File: src/rtl/reg_scoreboard_pkg.sv
// Shared sizing, types and helpers for the register pending-write scoreboard.
// Every count is a small per-register number of writes issued but not yet retired.
package reg_scoreboard_pkg;

    localparam int NUM_REGS  = 32;
    localparam int REG_IDX_W = 5;
    localparam int CNT_W     = 2;
    localparam logic [CNT_W-1:0] CNT_MAX = 2'd3;

    typedef logic [REG_IDX_W-1:0] reg_idx_t;
    typedef logic [CNT_W-1:0]     cnt_t;

    // True when an enabled port targets register r; x0 is never tracked.
    function automatic logic hits(input logic en, input reg_idx_t idx, input reg_idx_t r);
        return en && (idx != '0) && (idx == r);
    endfunction

endpackage

File: src/rtl/sb_counter.sv
// Pending-write counter for one register: +inc, -dec per cycle, clamped to 0..CNT_MAX.
// clamp flags a net release that exceeded the stored count.
module sb_counter
    import reg_scoreboard_pkg::*;
(
    input  logic       clk,
    input  logic       rst,
    input  logic       inc,
    input  logic [1:0] dec,
    output cnt_t       count,
    output cnt_t       count_next,
    output logic       clamp
);

    logic [CNT_W:0] up;
    logic [CNT_W:0] diff;

    always_comb begin
        up         = {1'b0, count} + {{CNT_W{1'b0}}, inc};
        diff       = up - {1'b0, dec};
        clamp      = 1'b0;
        count_next = diff[CNT_W-1:0];
        if (up < {1'b0, dec}) begin
            count_next = '0;
            clamp      = 1'b1;
        end else if (diff > {1'b0, CNT_MAX}) begin
            count_next = CNT_MAX;
        end
    end

    always_ff @(posedge clk) begin
        if (rst) begin
            count <= '0;
        end else begin
            count <= count_next;
        end
    end

endmodule

File: src/rtl/reg_scoreboard.sv
// Register scoreboard: tracks in-flight writes to x1..x31 and holds decode back on
// source hazards or a saturated destination counter.
module reg_scoreboard
    import reg_scoreboard_pkg::*;
(
    input  logic           clk,
    input  logic           rst,
    input  logic           issue_valid,
    input  logic           issue_writes,
    input  logic [4:0]     issue_rd,
    input  logic [4:0]     rs1,
    input  logic [4:0]     rs2,
    input  logic           use_rs1,
    input  logic           use_rs2,
    input  logic           RegWrite,
    input  logic [4:0]     rd_w,
    input  logic           kill_valid,
    input  logic [4:0]     kill_rd,
    output logic           stall,
    output logic           issue_fire,
    output logic           pending_any,
    output logic           underflow_err
);

    // Handshake: decode offers an instruction with issue_valid; it is taken
    // (issue_fire) in any cycle where stall is low. stall is a pure function of
    // the current counts and this cycle's inputs, and is never high without issue_valid.

    cnt_t                 cnt_all   [NUM_REGS];
    cnt_t                 cnt_next  [1:NUM_REGS-1];
    logic                 inc_vec   [1:NUM_REGS-1];
    logic [1:0]           dec_cnt   [1:NUM_REGS-1];
    logic [NUM_REGS-1:1]  clamp_vec;

    logic rs1_hazard;
    logic rs2_hazard;
    logic dest_full;
    logic any_next;

    assign cnt_all[0] = '0;

    genvar g;
    generate
        for (g = 1; g < NUM_REGS; g++) begin : g_cnt
            sb_counter u_cnt (
                .clk        (clk),
                .rst        (rst),
                .inc        (inc_vec[g]),
                .dec        (dec_cnt[g]),
                .count      (cnt_all[g]),
                .count_next (cnt_next[g]),
                .clamp      (clamp_vec[g])
            );
        end
    endgenerate

    // A count of exactly 1 with the retiring write in this cycle is not a hazard:
    // the register file is written on the falling edge, before the source is read.
    always_comb begin
        rs1_hazard = use_rs1 && (rs1 != '0) && (cnt_all[rs1] != '0)
                     && !((cnt_all[rs1] == 2'd1) && RegWrite && (rd_w == rs1));
        rs2_hazard = use_rs2 && (rs2 != '0) && (cnt_all[rs2] != '0)
                     && !((cnt_all[rs2] == 2'd1) && RegWrite && (rd_w == rs2));
        dest_full  = issue_writes && (issue_rd != '0) && (cnt_all[issue_rd] == CNT_MAX)
                     && !(hits(RegWrite, rd_w, issue_rd) || hits(kill_valid, kill_rd, issue_rd));
        stall      = issue_valid && (rs1_hazard || rs2_hazard || dest_full);
        issue_fire = issue_valid && !stall;
    end

    always_comb begin
        for (int i = 1; i < NUM_REGS; i++) begin
            inc_vec[i] = issue_fire && hits(issue_writes, issue_rd, reg_idx_t'(i));
            dec_cnt[i] = {1'b0, hits(RegWrite, rd_w, reg_idx_t'(i))}
                       + {1'b0, hits(kill_valid, kill_rd, reg_idx_t'(i))};
        end
    end

    always_comb begin
        any_next = 1'b0;
        for (int i = 1; i < NUM_REGS; i++) begin
            any_next = any_next | (cnt_next[i] != '0);
        end
    end

    always_ff @(posedge clk) begin
        if (rst) begin
            pending_any   <= 1'b0;
            underflow_err <= 1'b0;
        end else begin
            pending_any   <= any_next;
            underflow_err <= underflow_err | (|clamp_vec);
        end
    end

endmodule

File: config.mk
export PLATFORM = sky130hd
export DESIGN_NAME = reg_scoreboard
export DESIGN_NICKNAME = d
export VERILOG_FILES = /design/src/rtl/reg_scoreboard_pkg.sv /design/src/rtl/sb_counter.sv /design/src/rtl/reg_scoreboard.sv
export SDC_FILE = /design/constraint.sdc
export NUM_CORES = 1
export LEC_CHECK = 0
export ABC_CLOCK_PERIOD_IN_PS = 7200
export CORE_MARGIN = 2
export CORE_UTILIZATION = 60
export DETAILED_ROUTE_END_ITERATION = 10
export PLACE_DENSITY = 0.8
export SLEW_MARGIN = 20
export SYNTH_ARGS = -nofsm -noshare
export SYNTH_HDL_FRONTEND = slang
export SYNTH_SLANG_ARGS = --single-unit
export TNS_END_PERCENT = 50
File: constraint.sdc
create_clock -name clk -period 7.2 [get_ports clk]
set_input_delay 0.72 -clock clk [delete_from_list [all_inputs] [get_ports clk]]
set_output_delay 0.72 -clock clk [all_outputs]
set_load 0.05 [all_outputs]
==> metrics.txt, run 1 <==
# TYPE chip_impl_metric gauge
chip_impl_metric{name="number_of_maximum_capacitance_constraint_violations",unit=""} 0
chip_impl_metric{name="power_leakage",unit="nW"} 4.33
chip_impl_info{name="synth_most_common_cell",value="nor2_1"} 1
chip_impl_metric{name="pwr-share-clk",unit="%"} 36.8
chip_impl_metric{name="design_area",unit="um2"} 10000
chip_impl_info{name="run_status",value="completed"} 1
chip_impl_info{name="synthFlopType",value="dfxtp_1"} 1
chip_impl_metric{name="core",unit="um2"} 15100
chip_impl_metric{name="setup_violations",unit=""} 0
chip_impl_metric{name="nFillCells",unit=""} 1252
chip_impl_metric{name="hold_violation_count_in_the_final_report",unit=""} 0
chip_impl_metric{name="worst-slew-pin-transition",unit="ns"} 1.05
chip_impl_metric{name="slew_viol_final",unit=""} 0
chip_impl_metric{name="cp_max_fo",unit=""} 33
chip_impl_metric{name="first_pass_iters",unit=""} 8
chip_impl_metric{name="cts.repair.resized",unit=""} 0
chip_impl_metric{name="total_cts_buffers",unit=""} 9
chip_impl_metric{name="detailedPlacementHpwl",unit="um"} 23800
chip_impl_metric{name="worstPathRequired",unit="ns"} 7.39
chip_impl_metric{name="timing.clock.skew",unit="ns"} 0.00798
chip_impl_metric{name="netlist_area",unit="um2"} 9240
chip_impl_metric{name="netlist.area_leader.share",unit="%"} 16.8
chip_impl_metric{name="synth_nets",unit=""} 1301
chip_impl_metric{name="dr_wl_met3",unit="um"} 4130
chip_impl_metric{name="numPortBuffers",unit=""} 36
chip_impl_metric{name="drcViolationCount",unit=""} 0
chip_impl_metric{name="die_h",unit="um"} 128
chip_impl_metric{name="max-slew-margin-rel",unit="%"} 29.3
chip_impl_metric{name="place_inst",unit=""} 1270
chip_impl_metric{name="switching_share",unit="%"} 35.5
chip_impl_metric{name="latest_clock_arrival_within_the_worst_skew_pair",unit="ns"} 0.35
chip_impl_metric{name="ios",unit=""} 37
chip_impl_metric{name="grt_first_pass_wirelength",unit="um"} 46700
chip_impl_metric{name="power.density",unit="nW/um2"} 127
chip_impl_metric{name="vias_per_cell",unit=""} 6.72
chip_impl_info{name="top_layer_used",value="met4"} 1
chip_impl_metric{name="die-area",unit="um2"} 16400
chip_impl_metric{name="async_flop_share",unit="%"} 0
chip_impl_info{name="worstPathCellList",value="clkdlybuf4s50_1 > buf_4 > and3b_1 > a311o_1 > a31oi_1 > a31oi_1 > o21ai_1 > nand4b_4 > nor3_1 > ha_1 > ha_1 > inv_1 > fa_1 > xnor2_1 > a21boi_0 > a2111oi_0 > or4b_2 > nor4_1 > a41oi_1"} 1
chip_impl_metric{name="grt_antenna_before_repair",unit=""} 1
chip_impl_info{name="hold_path_class",value="flip-flop to flip-flop"} 1
chip_impl_metric{name="synthCells",unit=""} 1082
chip_impl_metric{name="layout.area.seq",unit="um2"} 1280
chip_impl_metric{name="die_w",unit="um"} 128
chip_impl_metric{name="design.final.nets",unit=""} 1312
chip_impl_metric{name="drtIter0Drc",unit=""} 1131
chip_impl_metric{name="via_count",unit=""} 8654
chip_impl_metric{name="wl_met2",unit="um"} 12300
chip_impl_metric{name="timing.critical_path.slowest_cell_delay",unit="ns"} 0.82
chip_impl_metric{name="post_dp_area",unit="um2"} 9690
chip_impl_metric{name="wl_met1",unit="um"} 11200
chip_impl_metric{name="std_cell_rows",unit=""} 45
chip_impl_metric{name="setup_tns",unit="ns"} 0
chip_impl_metric{name="clk_pin_slew",unit="ns"} 0.06
chip_impl_info{name="synth_top_cells_by_count",value="nor2_1, inv_1, ha_1"} 1
chip_impl_info{name="synthDominantAreaCellType",value="ha_1"} 1
chip_impl_metric{name="synthToLayoutAreaGrowth",unit="%"} 8.25
chip_impl_metric{name="ant_nets",unit=""} 0
chip_impl_info{name="unrepaired_setup_endpoints_after_global_routing",value="false"} 1
chip_impl_metric{name="grt_max_degree",unit=""} 65
chip_impl_metric{name="multi_input_comb_area",unit="um2"} 7250
chip_impl_metric{name="post_drt_wl_per_cell",unit="um"} 22.9
chip_impl_info{name="slowest_stage",value="clkdlybuf4s50_1"} 1
chip_impl_metric{name="grt_pass1_vias",unit=""} 8422
chip_impl_metric{name="power.share.sequential",unit="%"} 32.2
chip_impl_metric{name="ys_types",unit=""} 60
chip_impl_metric{name="post_route_cells_drive_above_1_share",unit="%"} 6.56
chip_impl_metric{name="intPower",unit="W"} 0.000818
chip_impl_metric{name="critical_path_arrival",unit="ns"} 6.70
chip_impl_metric{name="max_freq",unit="MHz"} 154
chip_impl_metric{name="cts.hold.buffers_added",unit=""} 0
chip_impl_metric{name="grtUsageTotal",unit="%"} 37.8
chip_impl_metric{name="final_routed_wirelength",unit="um"} 29500
chip_impl_metric{name="ys_ff_latch",unit=""} 64
chip_impl_metric{name="grt-ovfl-total",unit=""} 0
chip_impl_metric{name="start_util",unit="%"} 61.0
chip_impl_info{name="critPathCaptureType",value="flip-flop"} 1
chip_impl_metric{name="comb_power_share",unit="%"} 31.0
chip_impl_metric{name="place_congestion",unit=""} 1.01
chip_impl_metric{name="synth_warnings",unit=""} 0
chip_impl_metric{name="ys_seq_area_share",unit="%"} 13.9
chip_impl_metric{name="cts_setup_buffers",unit=""} 0
chip_impl_metric{name="synth_area_per_cell",unit="um2"} 8.54
chip_impl_info{name="cts-root-buf",value="clkbuf_16"} 1
chip_impl_metric{name="final-instance-count-excl-fill",unit=""} 1287
chip_impl_metric{name="share_of_the_clock_period_used_by_the_worst_path_after_layout",unit="%"} 90.4
chip_impl_metric{name="htree_levels",unit=""} 3
chip_impl_metric{name="synth_edf_count",unit=""} 0
chip_impl_metric{name="cts_num_sinks",unit=""} 64
chip_impl_info{name="clock_tree_from_tritoncts",value="built"} 1
chip_impl_info{name="timing.critical_path.from_type",value="input pin"} 1
chip_impl_info{name="worstSetupPathType",value="input pin to flip-flop"} 1
chip_impl_metric{name="min_period",unit="ns"} 6.51
chip_impl_metric{name="post-layout-total-power",unit="W"} 0.00127
chip_impl_metric{name="total_switching_power",unit="W"} 0.000450
chip_impl_info{name="post_synth_main_area_contributors",value="ha_1, dfxtp_1, fa_1"} 1
chip_impl_metric{name="vdd_ir_drop_max",unit="mV"} 0.124
chip_impl_metric{name="cts.path.max_buffers",unit=""} 2
==> power groups by stage <==
stage          Clock (W)  Sequential (W)  Combinational [W]
3_5_place_dp           0        0.000411           0.000377
5_1_grt         0.000482        0.000407           0.000424
4_1_cts         0.000464        0.000404           0.000381
2_1_floorplan          0        0.000398           0.000263
6_report        0.000467        0.000408           0.000393
3_3_place_gp           0        0.000411           0.000368
==> worst paths after layout <==
check / from / endpoint / slack (ns) / depth (start not counted)
max reg2reg: g_cnt[16].u_cnt.count[1] / pending_any / 1.50 / 16
max: issue_rd[0] / pending_any / 0.69 / 19
min: underflow_err / underflow_err / 0.67 / 2
min reg2reg: underflow_err / underflow_err / 0.67 / 2
==> layout by cell type (no fill, tap or decap), drive strengths merged, types with 6 or more instances in the layout <==
cell type      instances
a21o                  32
nand3                 33
clkbuf                13
a211oi                 7
buf                   12
nand2b                 8
nor4                   8
dfxtp                 64
nor3                  35
nor2                 136
a222oi                 6
fa                    62
nor2b                 29
o31ai                 16
a21oi                 11
and2                  17
ha                   124
o21a                   7
nor3b                  6
mux4                  37
or2                   11
o21ai                 44
a221oi                 6
xnor2                  9
nand2                 76
nand4                 13
mux2i                 12
and3                   6
clkdlybuf4s50         35
xor2                  17
inv                  131
a31oi                  9
a221o                 13
==> layer usage <==
metal	up-vias	global-route usage, %
met3	154	10.4
met4	0	20.8
met5	-	0
met2	605	57.0
li1	3852	-
met1	4043	49.4
==> worst max-delay path, delay by kind of cell <==
kind	cells	cell delay, ns
compound gates	7	1.66
fa+ha+maj	3	0.86
buf+inv	3	1.23
simple gates	5	2.05
xor+xnor	1	0.17
==> cell type report <==
type	count	area share [%]
flip-flops and latches	64	12.8
inverters	131	4.92
diodes	1	0.0250
repair buffers	47	4.38
multi-input cells	840	72.5
clock inverters	3	0.401
clock buffers	13	2.60
well taps	188	2.35
==> cell families after synthesis <==
logic type / synth area share [%]
DFF: 13.9
and+or+nand+nor: 20.8
buffers and inverters: 7.64
xor gates and xnor gates: 2.47
muxes: 10.9
AOI/OAI and AO/OA: 14.1
adders and majority gates: 30.2
==> flip-flops by register name, indices dropped and copies added, names as in the netlist <==
register and cells:
g_cnt.u_cnt.count 62, pending_any 1, underflow_err 1
==> stage by stage <==
stage / worst slack [ns] / hold WS, ns / util (%)
finish: 0.690 / 0.670 / 66.0
global route: 0.358 / 0.699 / 66.0
CTS: 0.833 / 0.652 / 66.0
detailed placement: 0.536 / 0.620 / 64.0
global placement: 0.646 / 0.634 / 64.0
floorplan: 1.84 / 0.753 / -
Note: power is estimated with default switching activity, not from simulation.
==> run 2: changes to the inputs <==
--- a/config.mk
+++ b/config.mk
@@ -5,11 +5,11 @@
 export SDC_FILE = /design/constraint.sdc
 export NUM_CORES = 1
 export LEC_CHECK = 0
-export ABC_CLOCK_PERIOD_IN_PS = 7200
+export ABC_CLOCK_PERIOD_IN_PS = 7220
 export CORE_MARGIN = 2
-export CORE_UTILIZATION = 60
+export CORE_UTILIZATION = 30
 export DETAILED_ROUTE_END_ITERATION = 10
-export PLACE_DENSITY = 0.8
+export PLACE_DENSITY = 0.46
 export SLEW_MARGIN = 20
 export SYNTH_ARGS = -nofsm -noshare
 export SYNTH_HDL_FRONTEND = slang
==> constraint.sdc (replaced) <==
create_clock -name clk -period 7.22 [get_ports clk]
set_input_delay 0.722 -clock clk [delete_from_list [all_inputs] [get_ports clk]]
set_output_delay 0.722 -clock clk [all_outputs]
set_load 0.1 [all_outputs]
==> metrics.txt, run 2 (synthesis results as in run 1) <==
# TYPE chip_impl_metric gauge
chip_impl_metric{name="vdd_ir_drop_max",unit="mV"} 0.0982
chip_impl_metric{name="start_util",unit="%"} 30.3
chip_impl_metric{name="core",unit="um2"} 30400
chip_impl_metric{name="share_of_the_clock_period_used_by_the_worst_path_after_layout",unit="%"} 87.0
chip_impl_info{name="layout_top_registers",value="g_cnt.u_cnt.count x62, pending_any x1, underflow_err x1"} 1
chip_impl_metric{name="setup_violations",unit=""} 0
chip_impl_metric{name="number_of_maximum_capacitance_constraint_violations",unit=""} 0
chip_impl_metric{name="detailedPlacementHpwl",unit="um"} 28000
chip_impl_metric{name="comb_power_share",unit="%"} 31.8
chip_impl_metric{name="std_cell_rows",unit=""} 64
chip_impl_metric{name="pwr-share-clk",unit="%"} 37.1
chip_impl_metric{name="timing.clock.skew",unit="ns"} 0.0140
chip_impl_metric{name="design.final.nets",unit=""} 1318
chip_impl_metric{name="total_switching_power",unit="W"} 0.000491
chip_impl_metric{name="post_drt_wl_per_cell",unit="um"} 22.5
chip_impl_metric{name="design_area",unit="um2"} 10300
chip_impl_info{name="top_register",value="g_cnt.u_cnt.count"} 1
chip_impl_metric{name="cts.path.max_buffers",unit=""} 2
chip_impl_info{name="unrepaired_setup_endpoints_after_global_routing",value="false"} 1
chip_impl_metric{name="grt_pass1_vias",unit=""} 7980
chip_impl_metric{name="final_core_utilization",unit="%"} 33.9
chip_impl_metric{name="total_cts_buffers",unit=""} 9
chip_impl_info{name="clock_tree_from_tritoncts",value="built"} 1
chip_impl_metric{name="via_count",unit=""} 8324
chip_impl_metric{name="hold_violation_count_in_the_final_report",unit=""} 0
chip_impl_info{name="timing.critical_path.from_type",value="input pin"} 1
chip_impl_metric{name="grt_max_degree",unit=""} 65
chip_impl_metric{name="final_routed_wirelength",unit="um"} 33800
chip_impl_metric{name="htree_levels",unit=""} 3
chip_impl_metric{name="worst-slew-pin-transition",unit="ns"} 0.974
chip_impl_metric{name="cts_num_sinks",unit=""} 64
chip_impl_metric{name="critical_path_arrival",unit="ns"} 6.47
chip_impl_metric{name="worstPathRequired",unit="ns"} 7.41
chip_impl_metric{name="cts.repair.resized",unit=""} 0
chip_impl_metric{name="power_leakage",unit="nW"} 4.36
chip_impl_metric{name="grt_antenna_before_repair",unit=""} 0
chip_impl_info{name="worstSetupPathType",value="input pin to flip-flop"} 1
chip_impl_metric{name="die_w",unit="um"} 179
chip_impl_metric{name="ios",unit=""} 37
chip_impl_metric{name="max_freq",unit="MHz"} 159
chip_impl_metric{name="grtUsageTotal",unit="%"} 20.9
chip_impl_info{name="final_common_cell",value="nor2_1"} 1
chip_impl_info{name="hold_path_class",value="flip-flop to flip-flop"} 1
chip_impl_metric{name="cts_setup_buffers",unit=""} 0
chip_impl_metric{name="grt-ovfl-total",unit=""} 0
chip_impl_metric{name="min_period",unit="ns"} 6.28
chip_impl_metric{name="max-slew-margin-rel",unit="%"} 34.9
chip_impl_metric{name="post_route_cells_drive_above_1_share",unit="%"} 7.34
chip_impl_metric{name="drtIter0Drc",unit=""} 894
chip_impl_metric{name="drcViolationCount",unit=""} 0
chip_impl_metric{name="switching_share",unit="%"} 37.6
chip_impl_metric{name="first_pass_iters",unit=""} 5
chip_impl_info{name="cts-root-buf",value="clkbuf_16"} 1
chip_impl_info{name="run_status",value="completed"} 1
chip_impl_metric{name="numPortBuffers",unit=""} 36
chip_impl_metric{name="place_inst",unit=""} 1484
chip_impl_metric{name="final-instance-count-excl-fill",unit=""} 1500
chip_impl_metric{name="setup_tns",unit="ns"} 0
chip_impl_metric{name="intPower",unit="W"} 0.000814
chip_impl_metric{name="die_h",unit="um"} 179
chip_impl_metric{name="clk_pin_slew",unit="ns"} 0.07
chip_impl_metric{name="cp_max_fo",unit=""} 17
chip_impl_metric{name="cts.hold.buffers_added",unit=""} 0
chip_impl_metric{name="place_congestion",unit=""} 0.938
chip_impl_metric{name="largest_reg_flops",unit=""} 62
chip_impl_metric{name="power.density",unit="nW/um2"} 126
chip_impl_info{name="top_library_cells_by_usage_in_the_layout_fill_and_taps_aside",value="nor2_1, inv_1, ha_1"} 1
chip_impl_metric{name="power.share.sequential",unit="%"} 31.1
chip_impl_metric{name="post_dp_area",unit="um2"} 10000
chip_impl_metric{name="vias_per_cell",unit=""} 5.55
chip_impl_metric{name="slew_viol_final",unit=""} 0
chip_impl_metric{name="grt_first_pass_wirelength",unit="um"} 50500
chip_impl_info{name="critPathCaptureType",value="flip-flop"} 1
chip_impl_metric{name="latest_clock_arrival_within_the_worst_skew_pair",unit="ns"} 0.36
chip_impl_metric{name="ant_nets",unit=""} 0
chip_impl_metric{name="die-area",unit="um2"} 32200
chip_impl_metric{name="synthToLayoutAreaGrowth",unit="%"} 11.7
chip_impl_metric{name="diodes",unit=""} 0
[run 2: changes by cell type in the layout (fill, tap and decap cells not counted), sizes merged]
| cell | previous run | this run |
|---|---|---|
| buf | 12 | 19 |
| clkbuf | 13 | 10 |
| clkdlybuf4s50 | 35 | 34 |
| clkinv | 2 | 4 |
| clkinvlp | 0 | 1 |
| diode | 1 | 0 |
[run 2: power groups by stage]
stage / combinational, W / sequential [W] / clock (W)
6_report: 0.000415 / 0.000406 / 0.000484
5_1_grt: 0.000452 / 0.000408 / 0.000501
4_1_cts: 0.000412 / 0.000405 / 0.000490
3_5_place_dp: 0.000410 / 0.000413 / 0
3_3_place_gp: 0.000411 / 0.000414 / 0
2_1_floorplan: 0.000267 / 0.000401 / 0
[run 2: cell type report]
class,instances,area [um2]
fillers,3245,20100
multi-input cells,840,7250
flip-flops and latches,64,1280
well taps,396,495
repair buffers,53,493
inverters,131,492
clock buffers,10,239
clock inverters,6,68.8
[run 2: per-stage QoR]
step | hold slack [ns] | setup WS, ns | total power, W
floorplan | 0.753 | 1.86 | 0.000668
global placement | 0.607 | 0.852 | 0.000825
detailed placement | 0.626 | 0.584 | 0.000822
CTS | 0.640 | 0.957 | 0.00131
global route | 0.663 | 0.534 | 0.00136
finish | 0.615 | 0.935 | 0.00130
[run 2: worst max-delay path, cell delays in order]
cell and delay, ns:
clkdlybuf4s50_1 1.01, mux4_2 0.41, a22oi_1 0.20, nand3_1 0.09, and3_1 0.19, o21ai_1 0.22, nand4b_4 0.33, nor3_1 0.40
ha_1 0.25, ha_1 0.13, inv_1 0.05, fa_1 0.46, nor2_1 0.16, a221oi_1 0.13, a2111oi_0 0.44, nand4_1 0.13
or4b_2 0.68, nor4_1 0.30, a41oi_1 0.16
[run 2: metal layers]
| layer | global-route usage (%) | vias to the layer above | part of all wire, % |
|---|---|---|---|
| met3 | 4.25 | 52 | 8.7 |
| met5 | 0 | - | 0 |
| met4 | 6.28 | 0 | 3.0 |
| met1 | 29.9 | 4035 | 45 |
| met2 | 31.6 | 368 | 43 |
| li1 | - | 3869 | - |
[run 2: worst paths after layout]
kind	to	from	cells past startpoint	slack, ns
worst max-delay path	pending_any	issue_rd[1]	19	0.94
worst min-delay path	underflow_err	underflow_err	2	0.62
worst max register to register	pending_any	g_cnt[18].u_cnt.count[1]	17	1.68
worst min register to register	underflow_err	underflow_err	2	0.62
